$ cat src/rtl/input_feed_ctrl_pkg.sv
// Shared definitions for the input feed controller.
//   CHAR_W       : width of one tape character
//   feed_state_e : controller FSM states (IDLE, FEED, HOLD)
package input_feed_ctrl_pkg;

  localparam int unsigned CHAR_W = 5;

  typedef enum logic [1:0] {
    IDLE = 2'd0,
    FEED = 2'd1,
    HOLD = 2'd2
  } feed_state_e;

endpackage

$ cat src/rtl/feed_fifo.sv
// Character FIFO between the tape reader and the feed controller.
// Ports:
//   clk, reset         : clock, synchronous active-high reset
//   push, wr_data      : write request and character (ignored while full)
//   pop                : read request (ignored while empty)
//   rd_data            : current head character
//   full, empty, level : occupancy status, all derived from registered state
module feed_fifo
  import input_feed_ctrl_pkg::*;
#(
  parameter int unsigned DEPTH = 8
) (
  input  logic                     clk,
  input  logic                     reset,
  input  logic                     push,
  input  logic [CHAR_W-1:0]        wr_data,
  input  logic                     pop,
  output logic [CHAR_W-1:0]        rd_data,
  output logic                     full,
  output logic                     empty,
  output logic [$clog2(DEPTH):0]   level
);

  localparam int unsigned PtrW = $clog2(DEPTH);
  localparam int unsigned LvlW = PtrW + 1;

  logic [CHAR_W-1:0] mem_q [DEPTH];
  logic [PtrW-1:0]   wr_ptr_q, rd_ptr_q;
  logic [LvlW-1:0]   level_q;
  logic              push_ok, pop_ok;

  // Level is one bit wider than the pointers so full and empty stay distinct.
  assign full    = (level_q == LvlW'(DEPTH));
  assign empty   = (level_q == '0);
  assign level   = level_q;
  assign rd_data = mem_q[rd_ptr_q];

  // A push at full is dropped even if a pop frees a slot in the same cycle.
  assign push_ok = push && !full;
  assign pop_ok  = pop && !empty;

  always_ff @(posedge clk) begin
    if (reset) begin
      wr_ptr_q <= '0;
      rd_ptr_q <= '0;
      level_q  <= '0;
    end else begin
      // Pointers wrap naturally because DEPTH is a power of two.
      if (push_ok) wr_ptr_q <= wr_ptr_q + PtrW'(1);
      if (pop_ok)  rd_ptr_q <= rd_ptr_q + PtrW'(1);
      if (push_ok && !pop_ok) begin
        level_q <= level_q + LvlW'(1);
      end else if (pop_ok && !push_ok) begin
        level_q <= level_q - LvlW'(1);
      end
    end
  end

  // Storage needs no reset; head data is masked by the controller when invalid.
  always_ff @(posedge clk) begin
    if (push_ok) mem_q[wr_ptr_q] <= wr_data;
  end

endmodule

$ cat src/rtl/input_feed_ctrl.sv
// Input feed controller: buffers tape characters in a FIFO and feeds them
// to the processor under start/stop control, one character per start or
// continuously depending on sw_continuous_input.
// Ports:
//   clk, reset                      : clock, synchronous active-high reset
//   tape_val/tape_data/tape_rdy     : tape-side valid/ready character input
//   btn_start_input, btn_stop_input : one-cycle start/stop requests
//   sw_continuous_input             : 1 = continuous feed, 0 = single char
//   dev_input_val/rdy/data          : processor-side valid/ready output
//   feed_busy                       : controller not idle
//   fifo_level                      : FIFO occupancy
//   feed_count                      : transfer counter, only when the
//                                     INPUT_FEED_COUNT_EN macro is defined
module input_feed_ctrl
  import input_feed_ctrl_pkg::*;
#(
  parameter int unsigned DEPTH = 8
) (
  input  logic                   clk,
  input  logic                   reset,
  input  logic                   tape_val,
  input  logic [CHAR_W-1:0]      tape_data,
  output logic                   tape_rdy,
  input  logic                   btn_start_input,
  input  logic                   btn_stop_input,
  input  logic                   sw_continuous_input,
  input  logic                   dev_input_rdy,
  output logic                   dev_input_val,
  output logic [CHAR_W-1:0]      dev_input_data,
  output logic                   feed_busy,
  output logic [$clog2(DEPTH):0] fifo_level
`ifdef INPUT_FEED_COUNT_EN
  ,
  output logic [15:0]            feed_count
`endif
);

  feed_state_e       state_q, state_d;
  logic              fifo_full, fifo_empty;
  logic [CHAR_W-1:0] fifo_head;
  logic              transfer;
  logic              start_ok;

  feed_fifo #(
    .DEPTH (DEPTH)
  ) u_fifo (
    .clk     (clk),
    .reset   (reset),
    .push    (tape_val),
    .wr_data (tape_data),
    .pop     (transfer),
    .rd_data (fifo_head),
    .full    (fifo_full),
    .empty   (fifo_empty),
    .level   (fifo_level)
  );

  assign tape_rdy  = !fifo_full;
  assign feed_busy = (state_q != IDLE);

  // HOLD is only entered with a character presented and nothing pops it except
  // a transfer, so val/data stay stable until accepted.
  assign dev_input_val  = (state_q != IDLE) && !fifo_empty;
  assign dev_input_data = dev_input_val ? fifo_head : '0;
  assign transfer       = dev_input_val && dev_input_rdy;

  // Stop has priority over a simultaneous start.
  assign start_ok = (state_q == IDLE) && btn_start_input && !btn_stop_input;

  always_ff @(posedge clk) begin
    if (reset) begin
      state_q <= IDLE;
    end else begin
      state_q <= state_d;
    end
  end

  always_comb begin
    state_d = state_q;
    unique case (state_q)
      IDLE: begin
        if (start_ok) state_d = FEED;
      end
      FEED: begin
        if (transfer) begin
          // Mode is sampled at every transfer, not latched at start.
          if (!sw_continuous_input || btn_stop_input) state_d = IDLE;
        end else if (btn_stop_input) begin
          state_d = dev_input_val ? HOLD : IDLE;
        end
      end
      HOLD: begin
        if (transfer) state_d = IDLE;
      end
      default: state_d = IDLE;
    endcase
  end

`ifdef INPUT_FEED_COUNT_EN
  logic [15:0] count_q;

  always_ff @(posedge clk) begin
    if (reset || start_ok) begin
      count_q <= '0;
    end else if (transfer) begin
      count_q <= count_q + 16'd1;
    end
  end

  assign feed_count = count_q;
`endif

endmodule

$ cat config.mk
export PLATFORM = sky130hd
export DESIGN_NAME = input_feed_ctrl
export DESIGN_NICKNAME = d
export VERILOG_FILES = /design/src/rtl/input_feed_ctrl_pkg.sv /design/src/rtl/feed_fifo.sv /design/src/rtl/input_feed_ctrl.sv
export SDC_FILE = /design/constraint.sdc
export NUM_CORES = 1
export LEC_CHECK = 0
export CORE_MARGIN = 3
export CORE_UTILIZATION = 40
export DETAILED_ROUTE_END_ITERATION = 8
export SLEW_MARGIN = 20
export SYNTH_ARGS = -nofsm -noshare
export SYNTH_HDL_FRONTEND = slang
export SYNTH_HIERARCHICAL = 1
export SYNTH_SLANG_ARGS = --single-unit
$ cat constraint.sdc
create_clock -name clk -period 3 [get_ports clk]
set_input_delay 0.6 -clock clk [delete_from_list [all_inputs] [get_ports clk]]
set_output_delay 0.6 -clock clk [all_outputs]
set_load 0.005 [all_outputs]
==> impl_metrics.toml <==
[outcome]
status = "completed"

[power_and_ir_drop]
sw_frac_of_total_pct = 27.3
powerDensity_nw_per_um2 = 761
power_frac_comb_pct = 29.4
power_frac_clock_pct = 25.6
p_sw_uw = 587
p_int_uw = 1570
seq_power_share_pct = 45.0
p_leak_uw = 0.000963
ir_drop_mv = 0.387

[worst_setup_path]
cp-end-kind = "flip-flop"
cpMostUsedCell = "ha_1"
slowest_delay_ps = 600
cp_max_fo = 7
crit_slowest_cell = "or4b_4"
path_cells = "or4b_4 > and2_1 > ha_1 > inv_1 > ha_1 > a21oi_1 > a211oi_1 > a31oi_1 > mux2_1"
start_kind = "flip-flop"
crit_family = "simple AND/OR/NAND/NOR gates"
critPathKind = "flip-flop to flip-flop"
arrival_ps = 3100
required_ps = 3200
critPathBufInv = 1

[placement]
gp_congestion = 0.690
io_buffers = 23
dpl_cell_area_um2 = 2690
dp_hpwl_um = 3190

[job]
cap_violations = 0

[logic_synthesis]
syn_nets = 175
ys_seq_elements = 55
ys_seq_area_share_pct = 63.5
yosysWarnings = 6
syn_inst = 157
synth-main-ff-cell = "edfxtp_1"
syn_avg_cell_area_um2 = 15.1
synth_top_area_cell = "edfxtp_1"
yosys-top-cells-area = "edfxtp_1 51%, dfxtp_1 13%, mux4_2 9.5%, nor2_1 3.3%, ha_1 2.6%"
synth_edf_count = 40
async_flop_share_pct = 0
synthTopCellsByCount = "40 x edfxtp_1, 21 x nor2_1, 15 x dfxtp_1"
yosysTopAreaCellShare_pct = 50.8
synth_cell_type_count = 34
yosysMostFrequentCell = "edfxtp_1"
syn_area_um2 = 2360

[drt]
ant_nets = 0
wl_um = 4500
via_per_inst = 5.19
drt_pre_antenna_iters = 4
drc_errors = 0
vias = 1344
dr.first_iter.drc_count = 102
wl_per_cell_um = 17.4

[cells_and_area]
synthToLayoutAreaGrowth_pct = 19.7
finalCoreUtilization_pct = 50.4
drive_gt1_share_pct = 18.7
fill_cells = 493
antennaDiodeCount = 0
fin_area_um2 = 2830
nets = 204

[die]
core_area_um2 = 5610
die_w_um = 82.9
die_area_um2 = 6870
die_h_um = 82.9
rows = 27
initial_core_util_pct = 42.1
io_pins = 24

[cts]
post_cts_buffers = 0
cts_buffer_depth = 2
cts_buffers = 5
clk_latency_ps = 300
clk_pin_slew_ps = 90
htreeDepth = 2
root_buffer = "clkbuf_8"
cts_tree = "done"
cts.sinks = 55

[global_route]
antenna_found_initial = 0
global_route.overflow_total = 0
grt_pass1_vias = 1448
grt_max_degree = 17
grt_use_total_pct = 14.2
grt_pass1_wl_um = 7390

[sta]
fmax_mhz = 345
worst_pin_slew_ps = 635
finalSetupViolations = 0
layout_min_cycle_time_ps = 2900
period_share_pct = 96.7
fin_tns_setup_ps = 0
hold_viol = 0
slew_headroom_pct = 57.5
grt_setup_unrepaired = "no"
drv_slew = 0
fin_skew_ps = 6.89

[hold_path]
hold_path_class = "flip-flop to flip-flop"
-- per-stage QoR --
step | setup WS, ps | hold slack [ps] | power, µW | instances
after floorplan | 321 | 490 | 1340 | 157
after global placement | 173 | 504 | 1570 | 251
after detailed placement | 36.4 | 520 | 1600 | 251
after CTS | 75.1 | 533 | 2160 | 259
after global routing | 10.6 | 550 | 2280 | 259
final | 98.3 | 527 | 2150 | 259
-- sequential cells by signal, summed over array words and instances, names as in the netlist, named ones only --
| name | cells |
|---|---|
| state_q | 2 |
| u_fifo/level | 4 |
| u_fifo/mem_q | 40 |
| u_fifo/rd_ptr_q | 3 |
| u_fifo/wr_ptr_q | 3 |
-- tightest hold or removal path, delay by kind of cell (launching register included) --
family	cells	cell delay, ps
DFF	1	370
and+or+nand+nor	1	80
AOI/OAI and AO/OA	1	40
-- path summary, 6_finish.rpt --
path / start / to / slack [ps] / cells after the start
setup / recovery: u_fifo/level[0] / u_fifo/level[3] / 100 / 9
hold / removal: u_fifo/wr_ptr_q[0] / u_fifo/wr_ptr_q[0] / 530 / 2
setup reg to reg: u_fifo/level[0] / u_fifo/level[3] / 100 / 9
hold reg to reg: u_fifo/wr_ptr_q[0] / u_fifo/wr_ptr_q[0] / 530 / 2
-- routing by layer --
layer,track usage [%],part of all wire (%),vias to the layer above
met1,17.5,42,677
met2,24.1,54,20
met3,3.97,3.0,5
li1,-,-,642
met4,4.90,1.2,0
met5,0,0,-
-- cells by family after synthesis --
| family | synth area share [%] |
|---|---|
| flip-flops | 63.5 |
| AND/OR/NAND/NOR | 10.8 |
| multiplexers | 13.7 |
| buffers and inverters | 2.28 |
| AO/OA/AOI/OAI | 4.39 |
| adder cells (fa/ha/maj) | 3.49 |
| XOR/XNOR | 1.85 |
-- cell type report --
type                            instances  area [µm²]  area share, %
Inverter                                7        26.3          0.929
Tap cell                               72        90.1           3.18
Clock buffer                            6        72.6           2.57
Clock inverter                          2        60.1           2.12
Multi-Input combinational cell         90         818           28.9
Timing Repair Buffer                   27         260           9.20
Sequential cell                        55        1500           53.1
-- cell usage in the layout (no fill, tap or decap), drive strengths merged, types with 2 or more instances in the layout --
cell,synthesis,layout
mux4,10,10
buf,2,4
nor2b,2,2
and2,7,7
nor2,21,21
nand2b,6,6
dfxtp,15,15
nand2,4,4
xnor2,2,2
clkbuf,3,6
nor4,2,2
a21oi,4,4
mux2i,3,3
nor3,2,2
edfxtp,40,40
inv,7,7
bufinv,0,2
nand3,4,4
mux2,6,6
clkdlybuf4s50,0,23
xor2,3,3
ha,5,5
-- power groups by stage --
stage | clock (µW) | combinational [µW] | sequential (µW)
floorplan | 0 | 375 | 964
global placement | 0 | 597 | 973
detailed placement | 0 | 624 | 980
CTS | 570 | 630 | 963
global route | 603 | 695 | 979
finish | 552 | 632 | 969
-- timing repair --
item	CTS	global route
endpoints found under the setup margin	0	1
hold buffers	0	0
resized for setup	0	2
Power figures use the tool's default switching activity.
